<file path="config.mk">
export PLATFORM = sky130hd
export DESIGN_NAME = game_phase_ctrl_flat
export DESIGN_NICKNAME = d
export VERILOG_FILES = /design/src/rtl/game_phase_ctrl_if.sv /design/src/rtl/game_phase_ctrl.sv /design/src/flat_wrapper.sv
export SDC_FILE = /design/constraint.sdc
export NUM_CORES = 1
export LEC_CHECK = 0
export BUFFER_PORTS_ARGS = -buffer_cell sky130_fd_sc_hd__buf_4
export CAP_MARGIN = 20
export CORE_MARGIN = 3
export CORE_UTILIZATION = 51
export DETAILED_ROUTE_END_ITERATION = 6
export PLACE_DENSITY = 0.73
export SLEW_MARGIN = 20
export SYNTH_ARGS = -nofsm -noshare
export SYNTH_HDL_FRONTEND = slang
export SYNTH_SLANG_ARGS = --single-unit
</file>
<file path="constraint.sdc">
create_clock -name Clk100M -period 9.7 [get_ports Clk100M]
set_input_delay 0 -clock Clk100M [delete_from_list [all_inputs] [get_ports Clk100M]]
set_output_delay 0 -clock Clk100M [all_outputs]
set_load 0.02 [all_outputs]
</file>
<file path="src/rtl/game_phase_ctrl_if.sv">
// Handshake bundle for game_phase_ctrl: game inputs from the outside world
// and the registered phase/level/count status returned by the controller.
interface game_phase_ctrl_if #(
    parameter int LEVEL_W = 3,
    parameter int CNT_W   = 7,
    parameter int CD_W    = 4
);
    logic               i_tick_1hz;
    logic               i_start;
    logic               i_sym_valid;
    logic               i_sym_special;
    logic               i_up;
    logic               i_down;

    logic [2:0]         o_phase;
    logic               o_phase_start;
    logic [LEVEL_W-1:0] o_level;
    logic               o_level_chng;
    logic [CD_W-1:0]    o_count_down;
    logic [CNT_W-1:0]   o_user_count;
    logic [CNT_W-1:0]   o_game_count;
    logic [CNT_W-1:0]   o_diff;
    logic               o_loss;
    logic               o_win;

    modport master (
        output i_tick_1hz, i_start, i_sym_valid, i_sym_special, i_up, i_down,
        input  o_phase, o_phase_start, o_level, o_level_chng, o_count_down,
        input  o_user_count, o_game_count, o_diff, o_loss, o_win
    );

    modport slave (
        input  i_tick_1hz, i_start, i_sym_valid, i_sym_special, i_up, i_down,
        output o_phase, o_phase_start, o_level, o_level_chng, o_count_down,
        output o_user_count, o_game_count, o_diff, o_loss, o_win
    );
endinterface

</file>
<file path="src/rtl/game_phase_ctrl.sv">
// Level/phase sequencer for the symbol-counting game: times each phase in
// 1 Hz ticks, counts game and user symbols, scores each level, flags win/loss.
module game_phase_ctrl #(
    parameter int NUM_LEVELS     = 8,
    parameter int LEVEL_W        = 3,
    parameter int CNT_W          = 7,
    parameter int CD_W           = 4,
    parameter int PRELIM_SECS    = 3,
    parameter int GAME_SECS_BASE = 10,
    parameter int GAME_SECS_STEP = 0,
    parameter int ANSWER_SECS    = 5,
    parameter int POST_SECS      = 2,
    parameter int TOL            = 0
) (
    input  logic             Clk100M,
    input  logic             reset,
    game_phase_ctrl_if.slave bus
);

    localparam logic [2:0] S_IDLE   = 3'd0;
    localparam logic [2:0] S_PRELIM = 3'd1;
    localparam logic [2:0] S_GAME   = 3'd2;
    localparam logic [2:0] S_ANSWER = 3'd3;
    localparam logic [2:0] S_POST   = 3'd4;
    localparam logic [2:0] S_LOST   = 3'd5;
    localparam logic [2:0] S_WON    = 3'd6;

    localparam logic [CD_W-1:0]    CD_PRELIM  = CD_W'(PRELIM_SECS);
    localparam logic [CD_W-1:0]    CD_ANSWER  = CD_W'(ANSWER_SECS);
    localparam logic [CD_W-1:0]    CD_POST    = CD_W'(POST_SECS);
    localparam logic [CD_W-1:0]    CD_MAX     = '1;
    localparam logic [CNT_W-1:0]   CNT_MAX    = '1;
    localparam logic [CNT_W-1:0]   TOL_C      = CNT_W'(TOL);
    localparam logic [LEVEL_W-1:0] LAST_LEVEL = LEVEL_W'(NUM_LEVELS - 1);

    logic [2:0]         r_phase;
    logic [2:0]         r_phase_d;
    logic               r_phase_start;
    logic [LEVEL_W-1:0] r_level;
    logic               r_lvl_inc;
    logic               r_level_chng;
    logic [CD_W-1:0]    r_cd;
    logic [CNT_W-1:0]   r_user;
    logic [CNT_W-1:0]   r_game;
    logic [CNT_W-1:0]   r_diff;
    logic               r_loss;
    logic               r_win;

    logic [2:0]         w_next_phase;
    logic [CD_W-1:0]    w_next_cd;
    logic [LEVEL_W-1:0] w_next_level;
    logic [CNT_W-1:0]   w_next_user;
    logic [CNT_W-1:0]   w_next_game;
    logic [CNT_W-1:0]   w_next_diff;
    logic               w_clear;
    logic               w_latch_diff;
    logic               w_lvl_inc;
    logic               w_timed;
    logic [31:0]        w_game_len;
    logic [CD_W-1:0]    w_game_cd;
    logic [CNT_W-1:0]   w_abs_diff;

    // GAME length grows per level but must fit the countdown register
    assign w_game_len = 32'(GAME_SECS_BASE) + 32'(r_level) * 32'(GAME_SECS_STEP);
    assign w_game_cd  = (w_game_len > 32'(CD_MAX)) ? CD_MAX : w_game_len[CD_W-1:0];
    assign w_abs_diff = (r_user >= r_game) ? (r_user - r_game) : (r_game - r_user);

    assign w_timed = (r_phase == S_PRELIM) || (r_phase == S_GAME) ||
                     (r_phase == S_ANSWER) || (r_phase == S_POST);

    always_comb begin
        w_next_phase = r_phase;
        w_next_cd    = r_cd;
        w_next_level = r_level;
        w_clear      = 1'b0;
        w_latch_diff = 1'b0;
        w_lvl_inc    = 1'b0;

        if (!w_timed) begin
            if (bus.i_start) begin
                w_next_phase = S_PRELIM;
                w_next_cd    = CD_PRELIM;
                w_next_level = '0;
                w_clear      = 1'b1;
            end
        end else if (bus.i_tick_1hz) begin
            if (r_cd > 1) begin
                w_next_cd = r_cd - 1'b1;
            end else begin
                case (r_phase)
                    S_PRELIM: begin
                        w_next_phase = S_GAME;
                        w_next_cd    = w_game_cd;
                    end
                    S_GAME: begin
                        w_next_phase = S_ANSWER;
                        w_next_cd    = CD_ANSWER;
                    end
                    // Score on the counts as they stood before this edge
                    S_ANSWER: begin
                        w_latch_diff = 1'b1;
                        if (w_abs_diff <= TOL_C) begin
                            w_next_phase = S_POST;
                            w_next_cd    = CD_POST;
                        end else begin
                            w_next_phase = S_LOST;
                            w_next_cd    = '0;
                        end
                    end
                    S_POST: begin
                        if (r_level == LAST_LEVEL) begin
                            w_next_phase = S_WON;
                            w_next_cd    = '0;
                        end else begin
                            w_next_phase = S_PRELIM;
                            w_next_cd    = CD_PRELIM;
                            w_next_level = r_level + 1'b1;
                            w_clear      = 1'b1;
                            w_lvl_inc    = 1'b1;
                        end
                    end
                    default: begin
                        w_next_phase = S_IDLE;
                        w_next_cd    = '0;
                    end
                endcase
            end
        end
    end

    always_comb begin
        w_next_game = r_game;
        w_next_user = r_user;
        w_next_diff = r_diff;

        if (w_clear) begin
            w_next_game = '0;
        end else if ((r_phase == S_GAME) && bus.i_sym_valid && bus.i_sym_special &&
                     (r_game != CNT_MAX)) begin
            w_next_game = r_game + 1'b1;
        end

        // Simultaneous up and down cancel out
        if (w_clear) begin
            w_next_user = '0;
        end else if ((r_phase == S_GAME) || (r_phase == S_ANSWER)) begin
            if (bus.i_up && !bus.i_down && (r_user != CNT_MAX)) begin
                w_next_user = r_user + 1'b1;
            end else if (bus.i_down && !bus.i_up && (r_user != '0)) begin
                w_next_user = r_user - 1'b1;
            end
        end

        if (w_clear) begin
            w_next_diff = '0;
        end else if (w_latch_diff) begin
            w_next_diff = w_abs_diff;
        end
    end

    // Event pulses trail the state change by one cycle via the delayed copies
    always_ff @(posedge Clk100M) begin
        if (reset) begin
            r_phase       <= S_IDLE;
            r_phase_d     <= S_IDLE;
            r_phase_start <= 1'b0;
            r_level       <= '0;
            r_lvl_inc     <= 1'b0;
            r_level_chng  <= 1'b0;
            r_cd          <= '0;
            r_user        <= '0;
            r_game        <= '0;
            r_diff        <= '0;
            r_loss        <= 1'b0;
            r_win         <= 1'b0;
        end else begin
            r_phase       <= w_next_phase;
            r_phase_d     <= r_phase;
            r_phase_start <= (r_phase != r_phase_d);
            r_level       <= w_next_level;
            r_lvl_inc     <= w_lvl_inc;
            r_level_chng  <= r_lvl_inc;
            r_cd          <= w_next_cd;
            r_user        <= w_next_user;
            r_game        <= w_next_game;
            r_diff        <= w_next_diff;
            r_loss        <= (w_next_phase == S_LOST);
            r_win         <= (w_next_phase == S_WON);
        end
    end

    assign bus.o_phase       = r_phase;
    assign bus.o_phase_start = r_phase_start;
    assign bus.o_level       = r_level;
    assign bus.o_level_chng  = r_level_chng;
    assign bus.o_count_down  = r_cd;
    assign bus.o_user_count  = r_user;
    assign bus.o_game_count  = r_game;
    assign bus.o_diff        = r_diff;
    assign bus.o_loss        = r_loss;
    assign bus.o_win         = r_win;

endmodule

</file>
<file path="src/flat_wrapper.sv">
// flat-port wrapper written by rule: the top's interface ports become plain ports
module game_phase_ctrl_flat 
#(
    parameter int NUM_LEVELS     = 8,
    parameter int LEVEL_W        = 3,
    parameter int CNT_W          = 7,
    parameter int CD_W           = 4,
    parameter int PRELIM_SECS    = 3,
    parameter int GAME_SECS_BASE = 10,
    parameter int GAME_SECS_STEP = 0,
    parameter int ANSWER_SECS    = 5,
    parameter int POST_SECS      = 2,
    parameter int TOL            = 0
)
  (Clk100M, reset, bus_i_tick_1hz, bus_i_start, bus_i_sym_valid, bus_i_sym_special, bus_i_up, bus_i_down, bus_o_phase, bus_o_phase_start, bus_o_level, bus_o_level_chng, bus_o_count_down, bus_o_user_count, bus_o_game_count, bus_o_diff, bus_o_loss, bus_o_win);
  game_phase_ctrl_if #(.LEVEL_W(LEVEL_W), .CNT_W(CNT_W), .CD_W(CD_W)) bus_i ();
  input  logic Clk100M;
  input  logic reset;
  input wire logic [$bits(bus_i.i_tick_1hz)-1:0] bus_i_tick_1hz;
  input wire logic [$bits(bus_i.i_start)-1:0] bus_i_start;
  input wire logic [$bits(bus_i.i_sym_valid)-1:0] bus_i_sym_valid;
  input wire logic [$bits(bus_i.i_sym_special)-1:0] bus_i_sym_special;
  input wire logic [$bits(bus_i.i_up)-1:0] bus_i_up;
  input wire logic [$bits(bus_i.i_down)-1:0] bus_i_down;
  output wire logic [$bits(bus_i.o_phase)-1:0] bus_o_phase;
  output wire logic [$bits(bus_i.o_phase_start)-1:0] bus_o_phase_start;
  output wire logic [$bits(bus_i.o_level)-1:0] bus_o_level;
  output wire logic [$bits(bus_i.o_level_chng)-1:0] bus_o_level_chng;
  output wire logic [$bits(bus_i.o_count_down)-1:0] bus_o_count_down;
  output wire logic [$bits(bus_i.o_user_count)-1:0] bus_o_user_count;
  output wire logic [$bits(bus_i.o_game_count)-1:0] bus_o_game_count;
  output wire logic [$bits(bus_i.o_diff)-1:0] bus_o_diff;
  output wire logic [$bits(bus_i.o_loss)-1:0] bus_o_loss;
  output wire logic [$bits(bus_i.o_win)-1:0] bus_o_win;
  assign bus_i.i_tick_1hz = bus_i_tick_1hz;
  assign bus_i.i_start = bus_i_start;
  assign bus_i.i_sym_valid = bus_i_sym_valid;
  assign bus_i.i_sym_special = bus_i_sym_special;
  assign bus_i.i_up = bus_i_up;
  assign bus_i.i_down = bus_i_down;
  assign bus_o_phase = bus_i.o_phase;
  assign bus_o_phase_start = bus_i.o_phase_start;
  assign bus_o_level = bus_i.o_level;
  assign bus_o_level_chng = bus_i.o_level_chng;
  assign bus_o_count_down = bus_i.o_count_down;
  assign bus_o_user_count = bus_i.o_user_count;
  assign bus_o_game_count = bus_i.o_game_count;
  assign bus_o_diff = bus_i.o_diff;
  assign bus_o_loss = bus_i.o_loss;
  assign bus_o_win = bus_i.o_win;
  game_phase_ctrl #(.NUM_LEVELS(NUM_LEVELS), .LEVEL_W(LEVEL_W), .CNT_W(CNT_W), .CD_W(CD_W), .PRELIM_SECS(PRELIM_SECS), .GAME_SECS_BASE(GAME_SECS_BASE), .GAME_SECS_STEP(GAME_SECS_STEP), .ANSWER_SECS(ANSWER_SECS), .POST_SECS(POST_SECS), .TOL(TOL)) u_core (.Clk100M(Clk100M), .reset(reset), .bus(bus_i));
endmodule
</file>
==> flow_summary.json <==
{
  "crit_type": "register to register",
  "post_cts_resized": 0,
  "fp-row-count": 25,
  "cts_buffer_depth": 2,
  "tightest_slew_ns": 0.872,
  "grt_pass1_vias": 2264,
  "cp_max_fo": 5,
  "fin_worst_skew_ns": 0.00443,
  "p_leak_nw": 1.31,
  "synth-seq-area-share_pct": 28.7,
  "drive_gt1_share_pct": 15.7,
  "grt_first_pass_wirelength_mm": 10.6,
  "ys_warn_count": 0,
  "antenna_found_initial": 0,
  "period_share_pct": 30.0,
  "wire_per_inst_um": 14.3,
  "first_pass_iters": 5,
  "fp.dieW_um": 79.1,
  "cts_buffers": 5,
  "synth_edf_count": 0,
  "cap_violations": 0,
  "cts_tree": "done",
  "dieHeight_um": 79.1,
  "required_ns": 9.89,
  "vdd_drop_max_v": 0.0000930,
  "fin_crit_ns": 2.91,
  "gp_congestion": 0.895,
  "first_iter_violations": 241,
  "synthArstFlopShare_pct": 0,
  "r2r_slack_ns": 6.79,
  "gr-total-overflow": 0,
  "rr_worst_depth": 9,
  "num_vias": 2479,
  "clk_pin_slew_ns": 0.08,
  "drc_errors": 0,
  "slew_headroom_pct": 41.9,
  "syn_to_final_growth_pct": 16.8,
  "clk_latency_ns": 0.29,
  "rsz0062_at_grt": "false",
  "core-area_um2": 4940,
  "port_buffers": 42,
  "arrival_ns": 3.10,
  "syn_area_per_cell_um2": 8.08,
  "wl_mm": 6.32,
  "crit_path_top_delay_cell": "dfxtp_1",
  "track_usage_pct": 21.0,
  "grt_max_degree": 22,
  "status": "complete, no violations",
  "min_to": "u_core.r_lvl_inc",
  "synth_seq_cells": 39,
  "start_util_pct": 55.1,
  "worstPathCellList": "inv_1 > ha_1 > fa_1 > or3_1 > mux2_2 > a221o_1 > nand2_2 > a31oi_1 > and3_1",
  "placed_area_um2": 3060,
  "fp.dieArea_um2": 6250,
  "drtAntennaViolNets": 0,
  "fin_area_um2": 3180,
  "max_stage_delay_ns": 0.47,
  "synth_area_um2": 2720,
  "synth_cell_types": 57,
  "r2r_start": "u_core.bus.o_user_count[0]",
  "ios": 43,
  "place_hpwl_mm": 4.83,
  "syn-num-nets": 371,
  "nets": 409,
  "holdCritStartpoint": "bus_i_tick_1hz",
  "whs_path_depth": 3,
  "reg2reg_to": "u_core.bus.o_loss",
  "critPathCaptureType": "register",
  "timing.fmax_mhz": 344,
  "hold_violations": 0,
  "final_cell_mix": "43 x buf_4, 39 x dfxtp_1, 38 x nor2_1, 28 x a21oi_1",
  "clock_sinks": 39,
  "h-tree-depth": 2,
  "n_antenna_cell": 0,
  "avgViaCountPerCell": 5.60,
  "startpoint_type": "register",
  "report.final.setup_viol": 0,
  "ys.flop_type": "dfxtp_1",
  "synthCells": 337,
  "final_common_cell": "buf_4",
  "tns_ns": 0,
  "hold_path_class": "input pin to register",
  "cts-root-buf": "clkbuf_8",
  "power.density_nw_per_um2": 206,
  "maxSlewViolCount": 0
}
## final cells by class
type                    instances  area, um2
multi-input cells             262       1780
clock inverters                 3       43.8
well taps                      67       83.8
clock buffers                   5       68.8
repair buffers                 44        333
flip-flops and latches         39        781
inverters                      23       86.3
fillers                       459       1760
## power by group
part           internal, W  switching, W  leakage (nW)  total [W]
combinational     0.000128      0.000183         0.940   0.000310
clock            0.0000766     0.0000611        0.0581   0.000138
sequential        0.000177     0.0000291         0.316   0.000206
## state kept, by name (all words and copies together) (netlist names)
name and flops:
u_core.bus.o_diff 7, u_core.bus.o_game_count 7, u_core.bus.o_user_count 7, u_core.bus.o_count_down 4, u_core.bus.o_level 3, u_core.bus.o_phase 3
u_core.r_phase_d 3, u_core.bus.o_level_chng 1, u_core.bus.o_loss 1, u_core.bus.o_phase_start 1, u_core.bus.o_win 1, u_core.r_lvl_inc 1
## cell families (layout without fill, tap and decap cells)
group	after synthesis	after routing	synth area share, %
XOR/XNOR	22	22	7.08
buffers and inverters	36	75	5.79
adder cells (fa/ha/maj)	26	26	12.8
AO/OA/AOI/OAI	88	88	20.9
flip-flops	39	39	28.7
multiplexers	9	9	3.40
AND/OR/NAND/NOR	117	117	21.4
## Yosys cell counts (all sizes together), types with 2 or more instances
library cell  count  share of area [%]
o31ai             2               0.55
nand3             9                1.7
nand3b            3               0.83
mux2i             7                2.6
clkbuf            6               0.83
nor4              3               0.69
a21o              4                1.1
o21ai            16                2.9
ha               23                 11
a21oi            29                5.5
o311a             2               0.74
a31oi             3               0.69
nor2             39                5.5
o22ai             2               0.46
nor3             11                2.0
or3               2               0.46
buf               7                1.8
nand2b            8                1.8
xor2              8                2.6
xnor2            14                4.5
mux2              2               0.83
dfxtp            39                 29
nand4             8                1.8
nor2b             6                1.4
or2               2               0.46
and3              4               0.92
o21bai            4                1.1
o211ai            2               0.55
fa                3                2.2
inv              23                3.2
nand2            18                2.6
a211oi           10                2.8
## metrics by stage
step / hold slack, ns / std cells / power [W] / util (%) / setup WS, ns
2_1_floorplan: 0.0716 / 337 / 0.000444 / - / 6.32
3_3_place_gp: 0.307 / 434 / 0.000510 / 61.9 / 6.86
3_5_place_dp: 0.308 / 434 / 0.000516 / 61.9 / 6.84
4_1_cts: 0.0839 / 443 / 0.000654 / 64.4 / 6.80
5_1_grt: 0.109 / 443 / 0.000701 / 64.4 / 6.53
6_report: 0.0921 / 443 / 0.000654 / 64.4 / 6.79
## what timing repair did
item	in CTS	in global routing
hold endpoints to repair	2	0
buffers inserted	0	0
endpoints found under the setup margin	0	0
hold buffers	1	0
## worst max-delay path by stage
stage,start,endpoint
after CTS,u_core.bus.o_user_count[1],u_core.bus.o_user_count[6]
after detailed placement,u_core.bus.o_user_count[1],u_core.bus.o_user_count[6]
final,u_core.bus.o_user_count[0],u_core.bus.o_loss
after floorplan,u_core.bus.o_user_count[1],u_core.bus.o_user_count[6]
after global routing,u_core.bus.o_user_count[1],u_core.bus.o_user_count[6]
after global placement,u_core.bus.o_user_count[0],u_core.bus.o_loss
## critical path: cells and delay by family (launching register included)
kind	cells	cell delay, ns
compound gates	2	0.49
fa+ha+maj	2	0.74
buf+inv	1	0.14
flops	1	0.47
mux	1	0.27
simple gates	3	0.70
## per-layer routing
layer | wire (um) | global-route usage [%] | up-vias
li1 | - | - | 1269
met1 | 3090 | 30.1 | 1140
met2 | 2790 | 31.4 | 64
met3 | 363 | 4.65 | 6
met4 | 68 | 5.84 | 0
met5 | 0 | 0 | -
Note: power is estimated with default switching activity, not from simulation.
